===== src/rtl/rom_read_arbiter.sv =====
// Two-port read arbiter/sequencer driving a single-port ROM macro (cs/addr/dout).
// Build option: ROM_ARB_FIXED_PRIO_EN makes port 0 win every tie (round-robin otherwise).
module rom_read_arbiter #(
  parameter int ADDR_WIDTH = 10,
  parameter int DATA_WIDTH = 8,
  parameter int RD_LATENCY = 1
) (
  input  logic                  clk,
  input  logic                  rst,
  input  logic                  req0_valid,
  input  logic [ADDR_WIDTH-1:0] req0_addr,
  output logic                  req0_ready,
  output logic                  rsp0_valid,
  output logic [DATA_WIDTH-1:0] rsp0_data,
  input  logic                  req1_valid,
  input  logic [ADDR_WIDTH-1:0] req1_addr,
  output logic                  req1_ready,
  output logic                  rsp1_valid,
  output logic [DATA_WIDTH-1:0] rsp1_data,
  output logic                  rom_cs,
  output logic [ADDR_WIDTH-1:0] rom_addr,
  input  logic [DATA_WIDTH-1:0] rom_dout,
  output logic                  busy
);

  typedef enum logic [1:0] {
    S_IDLE  = 2'd0,
    S_ISSUE = 2'd1,
    S_WAIT  = 2'd2,
    S_RESP  = 2'd3
  } state_t;

  localparam logic [2:0] LAT_LOAD = 3'(RD_LATENCY);

  state_t                state_r;
  logic [ADDR_WIDTH-1:0] addr_r;
  logic                  gnt_r;
  logic [2:0]            cnt_r;
  logic [DATA_WIDTH-1:0] data_r;
  logic                  rom_cs_r;
  logic                  rsp0_valid_r;
  logic                  rsp1_valid_r;
  logic                  win_s;
  logic                  accept_s;
`ifndef ROM_ARB_FIXED_PRIO_EN
  logic                  last_r;
`endif

  // Winner selection: a lone requester wins, a tie goes to the port not served last.
  always_comb begin
    win_s = 1'b0;
    if (req0_valid && req1_valid) begin
`ifdef ROM_ARB_FIXED_PRIO_EN
      win_s = 1'b0;
`else
      win_s = ~last_r;
`endif
    end else if (req1_valid) begin
      win_s = 1'b1;
    end else begin
      win_s = 1'b0;
    end
  end

  // Reset dominates: no handshake completes in a reset cycle.
  assign accept_s   = (state_r == S_IDLE) && !rst && (req0_valid || req1_valid);
  assign req0_ready = accept_s && !win_s;
  assign req1_ready = accept_s && win_s;

  assign rom_cs     = rom_cs_r;
  assign rom_addr   = addr_r;
  assign rsp0_valid = rsp0_valid_r;
  assign rsp1_valid = rsp1_valid_r;
  assign rsp0_data  = data_r;
  assign rsp1_data  = data_r;
  assign busy       = (state_r != S_IDLE);

  // Sequencer FSM: accept, one-cycle chip select, latency wait, response pulse.
  always_ff @(posedge clk) begin
    if (rst) begin
      state_r      <= S_IDLE;
      addr_r       <= '0;
      gnt_r        <= 1'b0;
      cnt_r        <= 3'd0;
      data_r       <= '0;
      rom_cs_r     <= 1'b0;
      rsp0_valid_r <= 1'b0;
      rsp1_valid_r <= 1'b0;
`ifndef ROM_ARB_FIXED_PRIO_EN
      last_r       <= 1'b1;
`endif
    end else begin
      case (state_r)
        S_IDLE: begin
          rsp0_valid_r <= 1'b0;
          rsp1_valid_r <= 1'b0;
          if (accept_s) begin
            addr_r   <= win_s ? req1_addr : req0_addr;
            gnt_r    <= win_s;
`ifndef ROM_ARB_FIXED_PRIO_EN
            last_r   <= win_s;
`endif
            rom_cs_r <= 1'b1;
            state_r  <= S_ISSUE;
          end else begin
            rom_cs_r <= 1'b0;
            state_r  <= S_IDLE;
          end
        end
        S_ISSUE: begin
          rom_cs_r <= 1'b0;
          cnt_r    <= LAT_LOAD;
          state_r  <= S_WAIT;
        end
        S_WAIT: begin
          if (cnt_r == 3'd1) begin
            data_r       <= rom_dout;
            rsp0_valid_r <= ~gnt_r;
            rsp1_valid_r <= gnt_r;
            state_r      <= S_RESP;
          end else begin
            cnt_r <= cnt_r - 3'd1;
          end
        end
        S_RESP: begin
          rsp0_valid_r <= 1'b0;
          rsp1_valid_r <= 1'b0;
          state_r      <= S_IDLE;
        end
        default: begin
          rom_cs_r     <= 1'b0;
          rsp0_valid_r <= 1'b0;
          rsp1_valid_r <= 1'b0;
          state_r      <= S_IDLE;
        end
      endcase
    end
  end

endmodule


===== config.mk =====
export PLATFORM = sky130hd
export DESIGN_NAME = rom_read_arbiter
export DESIGN_NICKNAME = d
export VERILOG_FILES = /design/src/rtl/rom_read_arbiter.sv
export SDC_FILE = /design/constraint.sdc
export NUM_CORES = 1
export LEC_CHECK = 0
export ABC_AREA = 1
export BUFFER_PORTS_ARGS = -buffer_cell sky130_fd_sc_hd__buf_2
export CAP_MARGIN = 40
export CELL_PAD_IN_SITES_DETAIL_PLACEMENT = 1
export CELL_PAD_IN_SITES_GLOBAL_PLACEMENT = 2
export CORE_MARGIN = 1.5
export CORE_UTILIZATION = 23
export DETAILED_ROUTE_END_ITERATION = 8
export GPL_TIMING_DRIVEN = 0
export MAX_ROUTING_LAYER = met4
export PLACE_DENSITY_LB_ADDON = 0.1
export SYNTH_ARGS = -nofsm -noshare
export SYNTH_HDL_FRONTEND = slang
export SYNTH_SLANG_ARGS = --single-unit

===== constraint.sdc =====
create_clock -name clk -period 1.9 [get_ports clk]
set_clock_uncertainty 0.2 [all_clocks]
set_input_delay 0.285 -clock clk [delete_from_list [all_inputs] [get_ports clk]]
set_output_delay 0.285 -clock clk [all_outputs]
set_load 0.05 [all_outputs]

Word level (Yosys, flattened, before mapping)
Index checks and enable logic that the tools add are counted.

storage, ports and cells
  input port bits = 32
  register bits = 28

cells by class
  reduce and logical (&&, ||, !) cells = 18
  multiplexer cells = 14
  add/subtract/negate cells = 1
  equality and inequality tests = 6
  bitwise logic cells = 2

operators with widths
  operator                                                             count
  10-bit two-way mux                                                   1
  2-bit one-hot mux with 4 select lines                                1
  2-bit AND reduction                                                  4
  2-bit nonzero test                                                   4
  1-bit two-way mux                                                    6
  1-bit one-hot mux with 2 select lines                                3
  3-bit one-hot mux with 2 select lines                                1
  1-bit logical AND                                                    5
  2-bit == test (second input constant)                                2
  2-bit != test (second input constant)                                2
  3-bit by 1-bit == test with 1-bit output (second input constant)     1
  3-bit two-way mux                                                    1
  3-bit by 1-bit subtractor with 3-bit output (second input constant)  1
  2-bit by 1-bit == test with 1-bit output (second input constant)     1
  1-bit logical NOT                                                    2
  2-bit logical NOT                                                    1
  2-bit two-way mux                                                    1
  1-bit NOT                                                            2
  2-bit OR reduction                                                   1
  1-bit logical OR                                                     1

Longest topological paths before layout
Gate-level depths: netlist of the first run.

  depth in word-level cells = 5
  mapped depth = 9
  gate-level depth less buffers = 9

Least setup slack after synthesis of the first run
OpenSTA, ideal clock, no wires.

  path kind = flip-flop to output port
  start = register state_r[0]
  end = output req0_ready
  arrival time = 1.839 ns
  setup slack = -0.424 ns
  cell stages (with the launch flop) = 8
  cells stage by stage = dfxtp_1 > inv_1 > ha_1 > inv_1 > nor2_2 > nand2_2 > buf_6 > nor2_1

on the way
  longest elaborated chain between the ends = 4

RTL lines
  item                            line  RTL
  start: declaration              35    state_t state_r;
  start signal: assignment        81    state_r <= S_IDLE;
  start signal: assignment        104   state_r <= S_ISSUE;
  start signal: assignment        107   state_r <= S_IDLE;
  2-bit logical NOT               66    assign accept_s = (state_r == S_IDLE) && !rst && (req0_valid || req1_valid);
  1-bit logical AND (2 in a row)  66
  1-bit logical AND               67    assign req0_ready = accept_s && !win_s;
  end: declaration                12    output logic req0_ready,

Every way passes these cells.

Final worst setup path of the first run
  start = register state_r[1]
  end = output req0_ready

The elaborated chain is that of the path after synthesis.

==> run summary, run 1 <==
crit start category -> flip-flop
synth-to-layout area growth -> 41.0%
final non-filler cell total -> 346
# diodes -> 0
antenna violations before repair -> 0
post-synthesis sequential area ratio -> 0.407
Post-route DRC -> 0
Worst Setup SP -> state_r[1]
Leakage Power -> 1.08 nW
Synth cell types -> 17
WL final -> 3.59 mm
Critical Path RT -> 1.41 ns
Slew headroom -> 0.830
worst-margin pin slew -> 0.257 ns
Clock Tree Root -> clkbuf_8
Clock Latency Late Sink -> 0.27 ns
dpl hpwl -> 2.83 mm
Cells after Synth -> 196
P_sw -> 1.20 mW
Fmax -> 0.545 GHz
PD cells -> 1300 nW/um2
sw frac -> 0.472
DR WL/cell -> 10.4 um
via-per-instance ratio -> 4.00
synthesis-stage register bit count -> 28
CTS Buffer Depth -> 2
Comb pwr share -> 0.533
row count -> 28
Flop pwr share -> 0.319
antenna-violating nets left -> 0
Hold Vio Cnt, Final -> 0
Clock power frac -> 0.148
total CTS buffers -> 3
final setup fails -> 0
die area -> 6470 um2
pin count of the biggest net entering global routing -> 16
synth warn -> 0
routed via count -> 1,385
first-pass GRT wire length -> 5.85 mm
fin nets -> 310
status -> finished, final reports clean
Initial DRC Count -> 29
placed instance count -> 334
Core Area -> 5850 um2
TritonRoute pass-1 iters -> 3
CTS tree -> done
Slew Viols, Final -> 0
Crit Path Max Fanout -> 3
Hold WC Path Type -> input pin to flip-flop
Setup CP Type -> flip-flop to output pin
Min-Delay Startpoint -> req1_addr[1]
average size of a mapped cell -> 7.03 um2
Total GRT Usage -> 0.118
Die Y -> 80.4 um
worst r2r src -> state_r[1]
# IOs -> 64
cts hold-fix bufs -> 0
Int Pwr -> 1.34 mW
period utilization -> 0.966
Mapped Area -> 1380 um2
Data arrival, critical path -> 1.35 ns
H-tree depth -> 1
grt total ovfl -> 0
layout cells sized above 1 -> 0.380
Initial Utilization -> 0.236
# port buffers -> 63
Reg clk slew, reported paths -> 0.10 ns
R2R cell count -> 11
Post-Syn Nets -> 234
VDD IR max -> 0.000365 V
max-cap violations -> 0
vias in the first global route -> 1,375
Die Span X -> 80.4 um
routability congestion estimate -> 0.684
Sink Count -> 28
Tmin final -> 1.84 ns
Util after Layout -> 0.332
Crit. End Element -> output pin
Hold Crit Depth -> 3
[critical path, cell delays in order (launching register included)]
cell	delay [ns]
dfxtp_2	0.35
inv_2	0.07
ha_2	0.17
inv_2	0.05
nor2_4	0.13
nand2_4	0.07
nor2_4	0.09
buf_8	0.15
[synthesized netlist by cell type]
library cell,instances,area share
buf_4,11,0.060
nand2_1,59,0.16
nor2_1,3,0.0082
buf_2,2,0.0073
o21ai_0,11,0.040
inv_1,35,0.095
o211ai_1,5,0.027
inv_2,1,0.0027
a21oi_1,15,0.054
buf_6,1,0.0082
nor2_2,1,0.0045
nand4_1,1,0.0045
ha_1,6,0.054
dfxtp_1,28,0.41
nand3_2,1,0.0073
nand2_2,1,0.0045
nand3_1,15,0.054
[power by group through the flow]
stage	Sequential, mW	Combinational (mW)	Clock, mW
2_1_floorplan	1.14	0.636	0
3_3_place_gp	0.817	1.25	0
3_5_place_dp	0.823	1.25	0
4_1_cts	0.815	1.31	0.394
5_1_grt	0.827	1.49	0.415
6_report	0.810	1.35	0.375
[sequential cells by signal, summed over array words and instances (netlist names)]
signal      cells
gnt_r           1
rsp0_valid      1
rsp0_data       8
rsp1_valid      1
cnt_r           3
state_r         2
rom_addr       10
last_r          1
rom_cs          1
[through the flow]
step	hold slack (ns)	power, mW	area [um2]	TNS (ns)	setup slack, ns
finish	0.0516	2.54	1940	0	0.0638
global route	0.0457	2.74	1940	-0.0789	-0.0201
CTS	0.0520	2.52	1900	0	0.00487
detailed placement	0.252	2.07	1800	-0.0243	-0.0243
global placement	0.245	2.07	1800	-0.0164	-0.0164
floorplan	0.154	1.77	1390	-0.0366	-0.0366
[timing repair]
action	CTS	global route
pin swaps	2	1
gates resized for setup	13	4
endpoints found under the setup margin	2	6
setup buffers	4	5
[path summary, 6_finish.rpt]
path | to | slack (ns)
worst max-delay path | req0_ready | 0.06
worst min-delay path | rom_addr[1] | 0.05
worst max register to register | rom_addr[5] | 0.12
worst min register to register | rsp0_data[7] | 0.26
[cells by family after synthesis]
logic type,count (synthesis),share of synthesized area
flip-flops,28,0.407
AND/OR/NAND/NOR,81,0.244
buffers and inverters,50,0.173
adder cells (fa/ha/maj),6,0.0544
AO/OA/AOI/OAI,31,0.122
[final cells by class]
| type | instances | area [um2] |
|---|---|---|
| clock buffer | 4 | 55.1 |
| timing repair buffer | 72 | 403 |
| tap | 75 | 93.8 |
| multi-input combinational | 118 | 602 |
| buffer | 13 | 92.6 |
| sequential | 28 | 563 |
| inverter | 36 | 135 |
| fill | 771 | 3910 |
[layer usage]
metal  up-vias  GRT usage  routed length, um
met2        43      0.195               1620
met3         2     0.0170                202
met4         0     0.0362                 32
met5         -          -                  0
li1        747          -                  -
met1       593      0.149               1730
[cells in the final DEF (no fill, tap or decap), types with 2 or more instances in the layout]
master / netlist / layout
nand2_1: 59 / 58
dfxtp_1: 28 / 26
buf_8: 0 / 2
buf_2: 2 / 63
ha_1: 6 / 5
buf_4: 11 / 20
a21oi_1: 15 / 15
inv_2: 1 / 6
clkbuf_8: 0 / 4
nand3_1: 15 / 15
o21ai_0: 11 / 11
dfxtp_2: 0 / 2
nor2_4: 0 / 2
nor2_1: 3 / 2
inv_1: 35 / 30
o211ai_1: 5 / 5
(Power assumes the default switching activity.)
==> run 2: changes to the inputs <==
CORE_UTILIZATION = 25   (was 23)
clock period = 2.2 ns   (was 1.9 ns; I/O delays follow)
==> run summary, run 2 (synthesis results as in run 1) <==
status -> finished, final reports clean
Fmax -> 0.485 GHz
Hold Vio Cnt, Final -> 0
H-tree depth -> 1
worst-margin pin slew -> 0.261 ns
Data arrival, critical path -> 1.53 ns
TritonRoute pass-1 iters -> 4
worst r2r src -> state_r[0]
Final Cell Area -> 1860 um2
delay of the slowest cell on the worst path -> 0.34 ns
antenna-violating nets left -> 0
# IOs -> 64
first-pass GRT wire length -> 6.07 mm
Register Area -> 563 um2
Die Span X -> 77.3 um
most frequent cells in the layout -> 64 x buf_2, 59 x nand2_1, 32 x inv_1, 26 x dfxtp_1
Leakage Power -> 1.04 nW
# port buffers -> 63
Reg clk slew, reported paths -> 0.10 ns
Util after Layout -> 0.357
worst hold slack -> 0.0953 ns
placed instance count -> 329
Total GRT Usage -> 0.129
WL final -> 3.55 mm
Hold Crit Depth -> 3
Pwr Total -> 2.09 mW
max reg flops -> 10
routability congestion estimate -> 0.718
CTS Buffer Depth -> 2
filler cell count -> 713
Critical Path RT -> 1.67 ns
final non-filler cell total -> 334
Place WS -> 0.220 ns
Tmin final -> 2.06 ns
RSZ-0062 raised after global routing -> false
antenna violations before repair -> 0
Worst path slowest cell -> dfxtp_2
Initial Utilization -> 0.265
CTS tree -> done
Post-route DRC -> 0
final setup margin -> 0.136 ns
max-cap violations -> 0
Core Area -> 5200 um2
dpl cell area -> 1780 um2
grt total ovfl -> 0
Initial DRC Count -> 40
Min-Delay Startpoint -> req1_addr[1]
row count -> 26
commonest non-fill, non-tap cell in the layout -> buf_2
DR WL/cell -> 10.6 um
period utilization -> 0.938
Slew headroom -> 0.827
via-per-instance ratio -> 4.15
Hold WC Path Type -> input pin to flip-flop
Clock Latency Late Sink -> 0.27 ns
Sink Count -> 28
total CTS buffers -> 3
Die Y -> 77.3 um
Setup CP Type -> flip-flop to output pin
Slew Viols, Final -> 0
worst-path cell chain -> inv_2, ha_1, inv_2, nor2_4, nand2_4, buf_6, nor2_2, buf_6
final setup fails -> 0
routed via count -> 1,386
layout cells sized above 1 -> 0.348
PD cells -> 1120 nW/um2
Crit Path Max Fanout -> 10
fin nets -> 304
multi-input logic area -> 592 um2
worst path bufs/invs -> 4
dpl hpwl -> 2.84 mm
Crit. End Element -> output pin
crit start category -> flip-flop
Worst R2R End -> rom_addr[2]
synth-to-layout area growth -> 34.8%
cell family with most CP delay -> buffers and inverters
Clock Tree Root -> clkbuf_8
# diodes -> 0
VDD IR max -> 0.000310 V
setup TNS -> 0 ns
pin count of the biggest net entering global routing -> 15
vias in the first global route -> 1,355
R2R cell count -> 10
hold endpoint -> rom_addr[1]
die area -> 5970 um2
r2r setup slk -> 0.55 ns
==> run 2: worst reg2reg max path: stages, from the launching register on <==
cell and delay [ns]:
dfxtp_2 0.34, inv_2 0.07, ha_1 0.16, inv_2 0.06, nor2_4 0.14, nand2_4 0.07, buf_4 0.15, inv_2 0.14
nand3_1 0.12, nand2_1 0.07, inv_1 0.03
==> run 2: worst max path at each step <==
stage | from | endpoint | slack (ns) | cells past startpoint
after floorplan | state_r[0] | req0_ready | 0.07 | 7
after global placement | state_r[0] | req0_ready | 0.22 | 8
after detailed placement | state_r[1] | req0_ready | 0.22 | 8
after CTS | state_r[1] | req0_ready | 0.03 | 8
after global routing | state_r[1] | req0_ready | 0.02 | 8
final | state_r[0] | req0_ready | 0.14 | 8
==> run 2: routing by layer <==
metal,track usage,vias to the layer above,wire length [um]
met4,0.0327,0,34
met2,0.210,45,1610
li1,-,732,-
met3,0.0250,5,200
met1,0.163,604,1710
met5,-,-,0
==> run 2: layout make-up <==
class / instances / share of cell area
plain buffers: 14 / 0.0559
clock buffers: 3 / 0.0222
inverters: 36 / 0.0727
multi-input cells: 118 / 0.318
flip-flops and latches: 28 / 0.303
well taps: 70 / 0.0471
repair buffers: 65 / 0.181
==> run 2: timing repair <==
item / 4_1_cts / 5_1_grt
gates resized for setup: 4 / 5
hold buffers: 0 / 0
setup buffers: 0 / 2
pin swaps: 0 / 2
endpoints found under the setup margin: 1 / 2
==> run 2: report_power, final <==
| group | leakage, nW | switching, mW | total [mW] | internal, mW |
|---|---|---|---|---|
| registers | 0.231 | 0.0674 | 0.700 | 0.633 |
| logic | 0.793 | 0.782 | 1.10 | 0.315 |
| clock network | 0.0216 | 0.164 | 0.288 | 0.123 |
